File: src/rtl/mips_harvard_mem_bridge_pkg.sv
// mips_bus_pkg: shared types and constants for the Harvard-core memory bridge.
// Latency: n/a (declarations only).
// Backpressure: n/a.
package mips_bus_pkg;

    localparam int unsigned ADDR_W_DEF = 32;
    localparam int unsigned DATA_W     = 32;
    localparam int unsigned BE_W       = DATA_W / 8;

    // Every bus access is a full aligned word.
    localparam logic [BE_W-1:0] BYTEEN_WORD = 4'b1111;

    // INSTR fetch -> optional DATA access -> RELEASE (step strobe); HALT is terminal.
    typedef enum logic [1:0] {
        INSTR   = 2'd0,
        DATA    = 2'd1,
        RELEASE = 2'd2,
        HALT    = 2'd3
    } bridge_state_t;

endpackage

File: src/rtl/mips_harvard_mem_bridge_if.sv
// mips_harvard_mem_bridge_if: core-side split I/D ports plus the merged Avalon-style bus.
// Latency: n/a (wiring only).
// Backpressure: mem_waitrequest stalls the bus; the core is held by withholding clk_enable.
// Ports: master = bridge (drives bus + core results), slave = core/memory environment.
interface mips_harvard_mem_bridge_if #(
    parameter int unsigned ADDR_W = mips_bus_pkg::ADDR_W_DEF
) ();

    // core side
    logic                              clk_enable;
    logic [ADDR_W-1:0]                 instr_address;
    logic [mips_bus_pkg::DATA_W-1:0]   instr_readdata;
    logic [ADDR_W-1:0]                 data_address;
    logic                              data_read;
    logic                              data_write;
    logic [mips_bus_pkg::DATA_W-1:0]   data_writedata;
    logic [mips_bus_pkg::DATA_W-1:0]   data_readdata;
    logic                              fault;

    // memory side
    logic [ADDR_W-1:0]                 mem_address;
    logic                              mem_read;
    logic                              mem_write;
    logic [mips_bus_pkg::BE_W-1:0]     mem_byteenable;
    logic [mips_bus_pkg::DATA_W-1:0]   mem_writedata;
    logic [mips_bus_pkg::DATA_W-1:0]   mem_readdata;
    logic                              mem_waitrequest;

    modport master (
        input  instr_address, data_address, data_read, data_write, data_writedata,
        input  mem_readdata, mem_waitrequest,
        output clk_enable, instr_readdata, data_readdata, fault,
        output mem_address, mem_read, mem_write, mem_byteenable, mem_writedata
    );

    modport slave (
        output instr_address, data_address, data_read, data_write, data_writedata,
        output mem_readdata, mem_waitrequest,
        input  clk_enable, instr_readdata, data_readdata, fault,
        input  mem_address, mem_read, mem_write, mem_byteenable, mem_writedata
    );

endinterface

File: src/rtl/mips_harvard_mem_bridge_watchdog.sv
// mips_bus_watchdog: counts consecutive stalled cycles of one transfer, flags timeout.
// Latency: expired_o is combinational from the registered count and the current stall.
// Backpressure: none; clear_i resets the count, TIMEOUT_CYCLES = 0 disables expiry.
// Ports: clk, rst (sync, active-high), stall_i, clear_i, expired_o.
module mips_bus_watchdog #(
    parameter int unsigned TIMEOUT_CYCLES = 1024
) (
    input  logic clk,
    input  logic rst,
    input  logic stall_i,
    input  logic clear_i,
    output logic expired_o
);

    localparam int unsigned CNT_W = (TIMEOUT_CYCLES > 0) ? $clog2(TIMEOUT_CYCLES + 1) : 1;
    localparam logic [CNT_W-1:0] CNT_SAT = (TIMEOUT_CYCLES > 0) ? CNT_W'(TIMEOUT_CYCLES) : '1;

    logic [CNT_W-1:0] cnt_q;
    logic [CNT_W-1:0] cnt_d;

    always_comb begin
        cnt_d = cnt_q;
        if (clear_i) begin
            cnt_d = '0;
        end else if (stall_i && (cnt_q != CNT_SAT)) begin
            cnt_d = cnt_q + CNT_W'(1);
        end
    end

    always_ff @(posedge clk) begin
        if (rst) begin
            cnt_q <= '0;
        end else begin
            cnt_q <= cnt_d;
        end
    end

    // Expiry needs the stall to persist once the count has reached the limit, so a
    // completion arriving in that same cycle still wins.
    assign expired_o = (TIMEOUT_CYCLES != 0) && stall_i && (cnt_q == CNT_SAT);

endmodule

File: src/rtl/mips_harvard_mem_bridge.sv
// mips_harvard_mem_bridge: merges split I/D core ports onto one Avalon-style bus and steps the core.
// Latency: step = (instr waits + 1) + (data waits + 1 if data access) + 1 cycles.
// Backpressure: mem_waitrequest holds the request stable; core waits for the one-cycle clk_enable.
// Ports: clk, rst (sync, active-high), bus (master modport: core + memory signals).
module mips_harvard_mem_bridge
    import mips_bus_pkg::*;
#(
    parameter int unsigned TIMEOUT_CYCLES = 1024,
    parameter int unsigned ADDR_W         = ADDR_W_DEF
) (
    input  logic                    clk,
    input  logic                    rst,
    mips_harvard_mem_bridge_if.master bus
);

    bridge_state_t      state_q, state_d;
    logic [DATA_W-1:0]  instr_rd_q, instr_rd_d;
    logic [DATA_W-1:0]  data_rd_q, data_rd_d;

    logic               req_rd, req_wr, req_bad;
    logic [ADDR_W-1:0]  req_addr;
    logic [DATA_W-1:0]  req_wdata;
    logic               req_act, stall, done, expired, wd_clear;
    logic               bus_rd, bus_wr;

    // Request decode: a faulting access is never presented to the bus.
    always_comb begin
        req_rd    = 1'b0;
        req_wr    = 1'b0;
        req_bad   = 1'b0;
        req_addr  = '0;
        req_wdata = '0;
        case (state_q)
            INSTR: begin
                req_bad  = |bus.instr_address[1:0];
                req_rd   = ~req_bad;
                req_addr = {bus.instr_address[ADDR_W-1:2], 2'b00};
            end
            DATA: begin
                req_bad   = (|bus.data_address[1:0]) | (bus.data_read & bus.data_write);
                req_rd    = bus.data_read & ~req_bad;
                req_wr    = bus.data_write & ~req_bad;
                req_addr  = {bus.data_address[ADDR_W-1:2], 2'b00};
                req_wdata = bus.data_writedata;
            end
            default: ;
        endcase
    end

    assign req_act = req_rd | req_wr;
    assign stall   = req_act & bus.mem_waitrequest;
    assign done    = req_act & ~bus.mem_waitrequest;

    mips_bus_watchdog #(
        .TIMEOUT_CYCLES(TIMEOUT_CYCLES)
    ) u_watchdog (
        .clk       (clk),
        .rst       (rst),
        .stall_i   (stall),
        .clear_i   (wd_clear),
        .expired_o (expired)
    );

    // Count restarts whenever the current request is not stalled or the state moves on.
    assign wd_clear = ~stall | (state_d != state_q);

    always_comb begin
        state_d    = state_q;
        instr_rd_d = instr_rd_q;
        data_rd_d  = data_rd_q;
        case (state_q)
            INSTR: begin
                if (req_bad || expired) begin
                    state_d = HALT;
                end else if (done) begin
                    instr_rd_d = bus.mem_readdata;
                    state_d    = (bus.data_read | bus.data_write) ? DATA : RELEASE;
                end
            end
            DATA: begin
                if (req_bad || expired) begin
                    state_d = HALT;
                end else if (done) begin
                    if (bus.data_read) begin
                        data_rd_d = bus.mem_readdata;
                    end
                    state_d = RELEASE;
                end else if (!req_act) begin
                    // Access request withdrawn: nothing to do, finish the step.
                    state_d = RELEASE;
                end
            end
            RELEASE: state_d = INSTR;
            default: state_d = HALT;
        endcase
    end

    always_ff @(posedge clk) begin
        if (rst) begin
            state_q    <= INSTR;
            instr_rd_q <= '0;
            data_rd_q  <= '0;
        end else begin
            state_q    <= state_d;
            instr_rd_q <= instr_rd_d;
            data_rd_q  <= data_rd_d;
        end
    end

    // Bus strobes drop in the very cycle rst rises, abandoning any transfer in flight.
    assign bus_rd = req_rd & ~rst;
    assign bus_wr = req_wr & ~rst;

    assign bus.mem_read       = bus_rd;
    assign bus.mem_write      = bus_wr;
    assign bus.mem_address    = req_addr;
    assign bus.mem_writedata  = req_wdata;
    assign bus.mem_byteenable = (bus_rd | bus_wr) ? BYTEEN_WORD : '0;

    assign bus.clk_enable     = (state_q == RELEASE) & ~rst;
    assign bus.fault          = (state_q == HALT) & ~rst;
    assign bus.instr_readdata = instr_rd_q;
    assign bus.data_readdata  = data_rd_q;

endmodule

File: src/flat_wrapper.sv
// flat-port wrapper written by rule: the top's interface ports become plain ports
module mips_harvard_mem_bridge_flat import mips_bus_pkg::*;
#(
    parameter int unsigned TIMEOUT_CYCLES = 1024,
    parameter int unsigned ADDR_W         = ADDR_W_DEF
)
  (clk, rst, bus_instr_address, bus_data_address, bus_data_read, bus_data_write, bus_data_writedata, bus_mem_readdata, bus_mem_waitrequest, bus_clk_enable, bus_instr_readdata, bus_data_readdata, bus_fault, bus_mem_address, bus_mem_read, bus_mem_write, bus_mem_byteenable, bus_mem_writedata);
  mips_harvard_mem_bridge_if #(.ADDR_W(ADDR_W)) bus_i ();
  input  logic clk;
  input  logic rst;
  input wire logic [$bits(bus_i.instr_address)-1:0] bus_instr_address;
  input wire logic [$bits(bus_i.data_address)-1:0] bus_data_address;
  input wire logic [$bits(bus_i.data_read)-1:0] bus_data_read;
  input wire logic [$bits(bus_i.data_write)-1:0] bus_data_write;
  input wire logic [$bits(bus_i.data_writedata)-1:0] bus_data_writedata;
  input wire logic [$bits(bus_i.mem_readdata)-1:0] bus_mem_readdata;
  input wire logic [$bits(bus_i.mem_waitrequest)-1:0] bus_mem_waitrequest;
  output wire logic [$bits(bus_i.clk_enable)-1:0] bus_clk_enable;
  output wire logic [$bits(bus_i.instr_readdata)-1:0] bus_instr_readdata;
  output wire logic [$bits(bus_i.data_readdata)-1:0] bus_data_readdata;
  output wire logic [$bits(bus_i.fault)-1:0] bus_fault;
  output wire logic [$bits(bus_i.mem_address)-1:0] bus_mem_address;
  output wire logic [$bits(bus_i.mem_read)-1:0] bus_mem_read;
  output wire logic [$bits(bus_i.mem_write)-1:0] bus_mem_write;
  output wire logic [$bits(bus_i.mem_byteenable)-1:0] bus_mem_byteenable;
  output wire logic [$bits(bus_i.mem_writedata)-1:0] bus_mem_writedata;
  assign bus_i.instr_address = bus_instr_address;
  assign bus_i.data_address = bus_data_address;
  assign bus_i.data_read = bus_data_read;
  assign bus_i.data_write = bus_data_write;
  assign bus_i.data_writedata = bus_data_writedata;
  assign bus_i.mem_readdata = bus_mem_readdata;
  assign bus_i.mem_waitrequest = bus_mem_waitrequest;
  assign bus_clk_enable = bus_i.clk_enable;
  assign bus_instr_readdata = bus_i.instr_readdata;
  assign bus_data_readdata = bus_i.data_readdata;
  assign bus_fault = bus_i.fault;
  assign bus_mem_address = bus_i.mem_address;
  assign bus_mem_read = bus_i.mem_read;
  assign bus_mem_write = bus_i.mem_write;
  assign bus_mem_byteenable = bus_i.mem_byteenable;
  assign bus_mem_writedata = bus_i.mem_writedata;
  mips_harvard_mem_bridge #(.TIMEOUT_CYCLES(TIMEOUT_CYCLES), .ADDR_W(ADDR_W)) u_core (.clk(clk), .rst(rst), .bus(bus_i));
endmodule
File: config.mk
export PLATFORM = sky130hd
export DESIGN_NAME = mips_harvard_mem_bridge_flat
export DESIGN_NICKNAME = d
export VERILOG_FILES = /design/src/rtl/mips_harvard_mem_bridge_pkg.sv /design/src/rtl/mips_harvard_mem_bridge_if.sv /design/src/rtl/mips_harvard_mem_bridge_watchdog.sv /design/src/rtl/mips_harvard_mem_bridge.sv /design/src/flat_wrapper.sv
export SDC_FILE = /design/constraint.sdc
export NUM_CORES = 1
export LEC_CHECK = 0
export CAP_MARGIN = 40
export CORE_AREA = 2 2 103 105
export CTS_CLUSTER_DIAMETER = 60
export DETAILED_ROUTE_END_ITERATION = 6
export DIE_AREA = 0 0 105 107
export DONT_BUFFER_PORTS = 1
export GPL_ROUTABILITY_DRIVEN = 0
export MAX_ROUTING_LAYER = met4
export SLEW_MARGIN = 20
export SYNTH_ARGS = -nofsm -noshare
export SYNTH_HDL_FRONTEND = slang
export SYNTH_HIERARCHICAL = 1
export SYNTH_SLANG_ARGS = --single-unit
File: constraint.sdc
create_clock -name clk -period 6.65 [get_ports clk]
set_input_delay 0.9975 -clock clk [delete_from_list [all_inputs] [get_ports clk]]
set_output_delay 0.9975 -clock clk [all_outputs]
set_load 0.02 [all_outputs]
==> run summary <==
After floorplanning, the core was divided into 37 placement rows. The average via count per standard cell works out to 5.964. The global routing met3 resource utilization is 0.08632.

The run gives 0 as the residual antenna-violating net count after detailed routing. The number of hold-slack violations in the final timing report was 0. The number of buffers and inverters on the critical path was 0; the total standard cell area after synthesis was 4079 um^2.

The count of pins over their slew limit came out at 0. The simple-gate portion of the synthesized area came out at 0.2598. The worst register-to-register path begins at u_core/state_q[0].

Ranked by total cell area, the synthesized netlist is headed by sky130_fd_sc_hd__dfxtp_1 38%, sky130_fd_sc_hd__nand3_1 8.6%, sky130_fd_sc_hd__a21oi_1 8.3%. The number of levels in the clock H-tree is 3. 0 antenna diodes ended up in the layout. The logs give 5650 ps for the required time at the worst-slack endpoint and 269 for the number of primary I/O pins.

The per-instance average area after synthesis works out to 8.174 um^2. Traced cell by cell, the critical path runs through a211oi_1, a31o_2, nor2b_2. The final layout contains routed wiring with a total length of 14220 um. For the starting utilization of the core area, the log shows 0.4042. For this design, the sink count on the clock tree is 77.

The global routing usage summed across all routing layers is 0.2452. The number of detailed-route iterations in the first pass came out at 5. In this design, the stage delay of the slowest critical-path cell is 740 ps.

The multi-input combinational cells in the finished layout cover a total of 2253 um^2. The worst setup path is launched from an input pin. After synthesis, the netlist uses 43 different library cells.

The fraction of final layout cells with drive strength greater than 1 is 0.1165. For this design the ratio of total power to cell area is 230.0 nW/um^2. The run gives 608 as the number of standard cells in the layout, taps in and fillers out.

By area, the combinational part of the netlist is dominated by simple AND/OR/NAND/NOR gates. Setup repair after global routing left no endpoint under its margin. The category of cells accounting for the largest share of critical-path delay is compound AO/OA/AOI/OAI gates. The setup check on the worst reg-to-reg path leaves a slack of 3620 ps. Entering global routing, the biggest net connects 75 pins. sky130_fd_sc_hd__dfxtp_1 takes more of the synthesized area than any other cell. Worst-case clock skew: 7.923 ps.

The count of input and output buffers is 0. The top flip-flop cell by instance count after synthesis is sky130_fd_sc_hd__dfxtp_1. The final layout net count was 602; the top-area cell type share of the netlist area was 0.3779.

The launch instance of the worst min-delay path is u_core/u_watchdog/cnt_q[10]. The met2 layer usage reported by global route was 0.4035. The number of inserted filler cells in the final layout is 1034, and the peak ir drop on the vdd network is 81.11 uV. The xor/xnor share of the synthesized area is 0.01074. In this run the critical register-to-register path is captured at u_core/bus.instr_readdata[28].

The min-delay analysis places its worst path in the category reg2reg. The run gives 9 as the number of buffers added by the clock tree synthesis step. The slowest stage of the critical path belongs to the cell sky130_fd_sc_hd__nor2b_2.

The worst-case headroom to the max-slew limit is 0.4129, and the number of instances in the synthesized netlist is 499. For this run the aggregate overflow at the end of global routing stands at 0. The run gives 0.3779 as the sequential fraction of the synthesis area. Gates resized during post-CTS repair numbered 0. The clock reaches the later pin of the worst-skew pair after 350 ps. The run finished with clean final reports.

The highest fanout seen on the critical path came out at 6. In the routed design, unresolved DRC markers number 0. For this block, the initial DRC count from the detailed router was 349.

The worst path in the final design needs a cycle of 3547 ps, including I/O delays and setup. The first global-routing pass estimated 20670 um of wire. The transition at the pin with the smallest max-transition slack was 876.7 ps; the number of global-route vias before repair was 3317. No sink is reached through more buffers than the 2 on the longest clock path. Measured along the x axis, the die boundary spans 105 um.

Clock tree synthesis selected as its root buffer the cell sky130_fd_sc_hd__clkbuf_8. The share of synthesized cell area in full adder, half adder and majority cells came out at 0.006135. The logs give 11240 um^2 for the die area and 0 ps for the setup TNS. After global routing, the most crowded layer is met2. Buffers added to address setup during post-CTS repair amount to 0. The growth of design area from synthesis to finish was 3.436%; the area fraction in compound gates after synthesis was 0.1939. Summed over all cells, the static leakage comes to 1.395 nW. The initial antenna violation count was 2. Critical path data arrival time: 2550 ps. The post-route core utilization was 0.4181; the placeable core area was 10090 um^2.

The tool flagged a number of max-cap violations equal to 0. The design draws 0.9704 mW. The multiplexer fraction of the synthesized cell area works out to 0.07607. The worst setup path is captured at an output pin. By startpoint and endpoint, the worst setup path is classified as in2out.

The half-perimeter wire length after placement was 10480 um; the routed wirelength normalized by instance count was 23.38 um. TritonCTS built the clock tree. Measured in cells, the most critical reg-to-reg path has a length of 9. The run gives 592 as the number of placed instances, taps included. The global routing met1 resource utilization was 0.2836; the proportion of register bits with asynchronous set or reset after synthesis was 0.

In this run, synthesis inferred 0 flip-flops with an integrated enable. The number of hold buffers added after CTS is 0, and the number of cells on the worst hold path is 2. Counting flops and latches in the post-synthesis netlist gives 77.

Yosys printed 6 warnings. The final period utilization is 0.5333, and the clock transition at the registers of the reported paths is 80 ps. The fmax is 282.0 MHz, and the vertical die dimension is 107 um. The area used by sequential logic in the layout was 1543 um^2; the count of final setup violators was 0. The number of vias after detailed routing came out at 3626. The path with the worst hold slack has its endpoint at u_core/u_watchdog/cnt_q[10].
==> worst reg2reg max path, cell delays in order, from the launching register on <==
cell and delay (ps):
sky130_fd_sc_hd__dfxtp_2 320, sky130_fd_sc_hd__buf_4 310, sky130_fd_sc_hd__nor4_4 350, sky130_fd_sc_hd__a31o_2 190, sky130_fd_sc_hd__and2_1 260, sky130_fd_sc_hd__inv_1 100, sky130_fd_sc_hd__nor2_1 460, sky130_fd_sc_hd__or2_2 570
sky130_fd_sc_hd__o21ai_0 200, sky130_fd_sc_hd__a21oi_1 190
==> stage by stage <==
stage	cell area (um^2)	hold slack, ps	setup slack (ps)
2_1_floorplan	4083	441.8	3358
3_3_place_gp	4026	466.2	3217
3_5_place_dp	4041	467.8	3107
4_1_cts	4219	483.6	3137
5_1_grt	4219	525.3	3013
6_report	4219	480.2	3103
==> layout make-up <==
class | instances | share of cell area
Inverter | 4 | 0.003559
Multi-Input combinational cell | 368 | 0.5341
Timing Repair Buffer | 7 | 0.01423
Clock buffer | 12 | 0.03677
Sequential cell | 77 | 0.3657
Tap cell | 136 | 0.04033
Clock inverter | 4 | 0.005338
==> routing by layer <==
layer  share of wire  up-vias
met3           0.097       23
met4           0.017        0
met5               0        -
met1            0.38     1716
met2            0.51      196
li1                -     1691
==> worst max path at each step <==
stage               cells after the start  slack, ps                       endpoint           from
floorplan                               4       3360          bus_mem_byteenable[1]  bus_data_read
global placement                        3       3220          bus_mem_byteenable[3]  bus_data_read
global route                            3       3010          bus_mem_byteenable[1]  bus_data_read
finish                                  3       3100          bus_mem_byteenable[3]  bus_data_read
detailed placement                      8       3110  u_core/bus.instr_readdata[28]  bus_data_read
CTS                                     3       3140          bus_mem_byteenable[3]  bus_data_read
==> cells by family (layout without fill, tap and decap cells) <==
kind of cell / count (synthesis) / count (layout)
AND/OR/NAND/NOR: 184 / 184
multiplexers: 31 / 31
adder cells (fa/ha/maj): 2 / 2
flip-flops: 77 / 77
buffers and inverters: 55 / 27
XOR/XNOR: 5 / 5
AO/OA/AOI/OAI: 144 / 144
other: 1 / 2
==> registers in the layout (all words and copies together), names as in the netlist <==
signal / cells
u_core/u_watchdog/cnt_q: 11
u_core/bus.data_readdata: 32
u_core/bus.instr_readdata: 32
u_core/state_q: 2
==> report_power, final <==
part / internal [mW] / switching (mW)
clock network: 0.154 / 0.169
logic: 0.0423 / 0.126
registers: 0.467 / 0.0111
==> cell usage after synthesis (4+ instances only) <==
master,instances
sky130_fd_sc_hd__nand3_1,70
sky130_fd_sc_hd__nand2_1,5
sky130_fd_sc_hd__and2_1,33
sky130_fd_sc_hd__buf_2,12
sky130_fd_sc_hd__inv_1,4
sky130_fd_sc_hd__a21oi_1,68
sky130_fd_sc_hd__buf_4,6
sky130_fd_sc_hd__nor2_1,43
sky130_fd_sc_hd__nand4_1,4
sky130_fd_sc_hd__mux2i_1,31
sky130_fd_sc_hd__or3_1,4
sky130_fd_sc_hd__clkbuf_1,25
sky130_fd_sc_hd__o21ai_0,35
sky130_fd_sc_hd__dfxtp_1,77
sky130_fd_sc_hd__o21ai_2,10
sky130_fd_sc_hd__buf_6,8
sky130_fd_sc_hd__o21ai_1,22
==> placed cells by master (no fill, tap or decap), types with 6 or more instances in the layout <==
master / instances
sky130_fd_sc_hd__nand3_1: 70
sky130_fd_sc_hd__o21ai_0: 35
sky130_fd_sc_hd__mux2i_1: 31
sky130_fd_sc_hd__o21ai_1: 22
sky130_fd_sc_hd__a21oi_1: 68
sky130_fd_sc_hd__nor2_1: 42
sky130_fd_sc_hd__buf_4: 6
sky130_fd_sc_hd__clkbuf_8: 11
sky130_fd_sc_hd__and2_1: 33
sky130_fd_sc_hd__dfxtp_1: 76
sky130_fd_sc_hd__o21ai_2: 10
(Power assumes the default switching activity.)
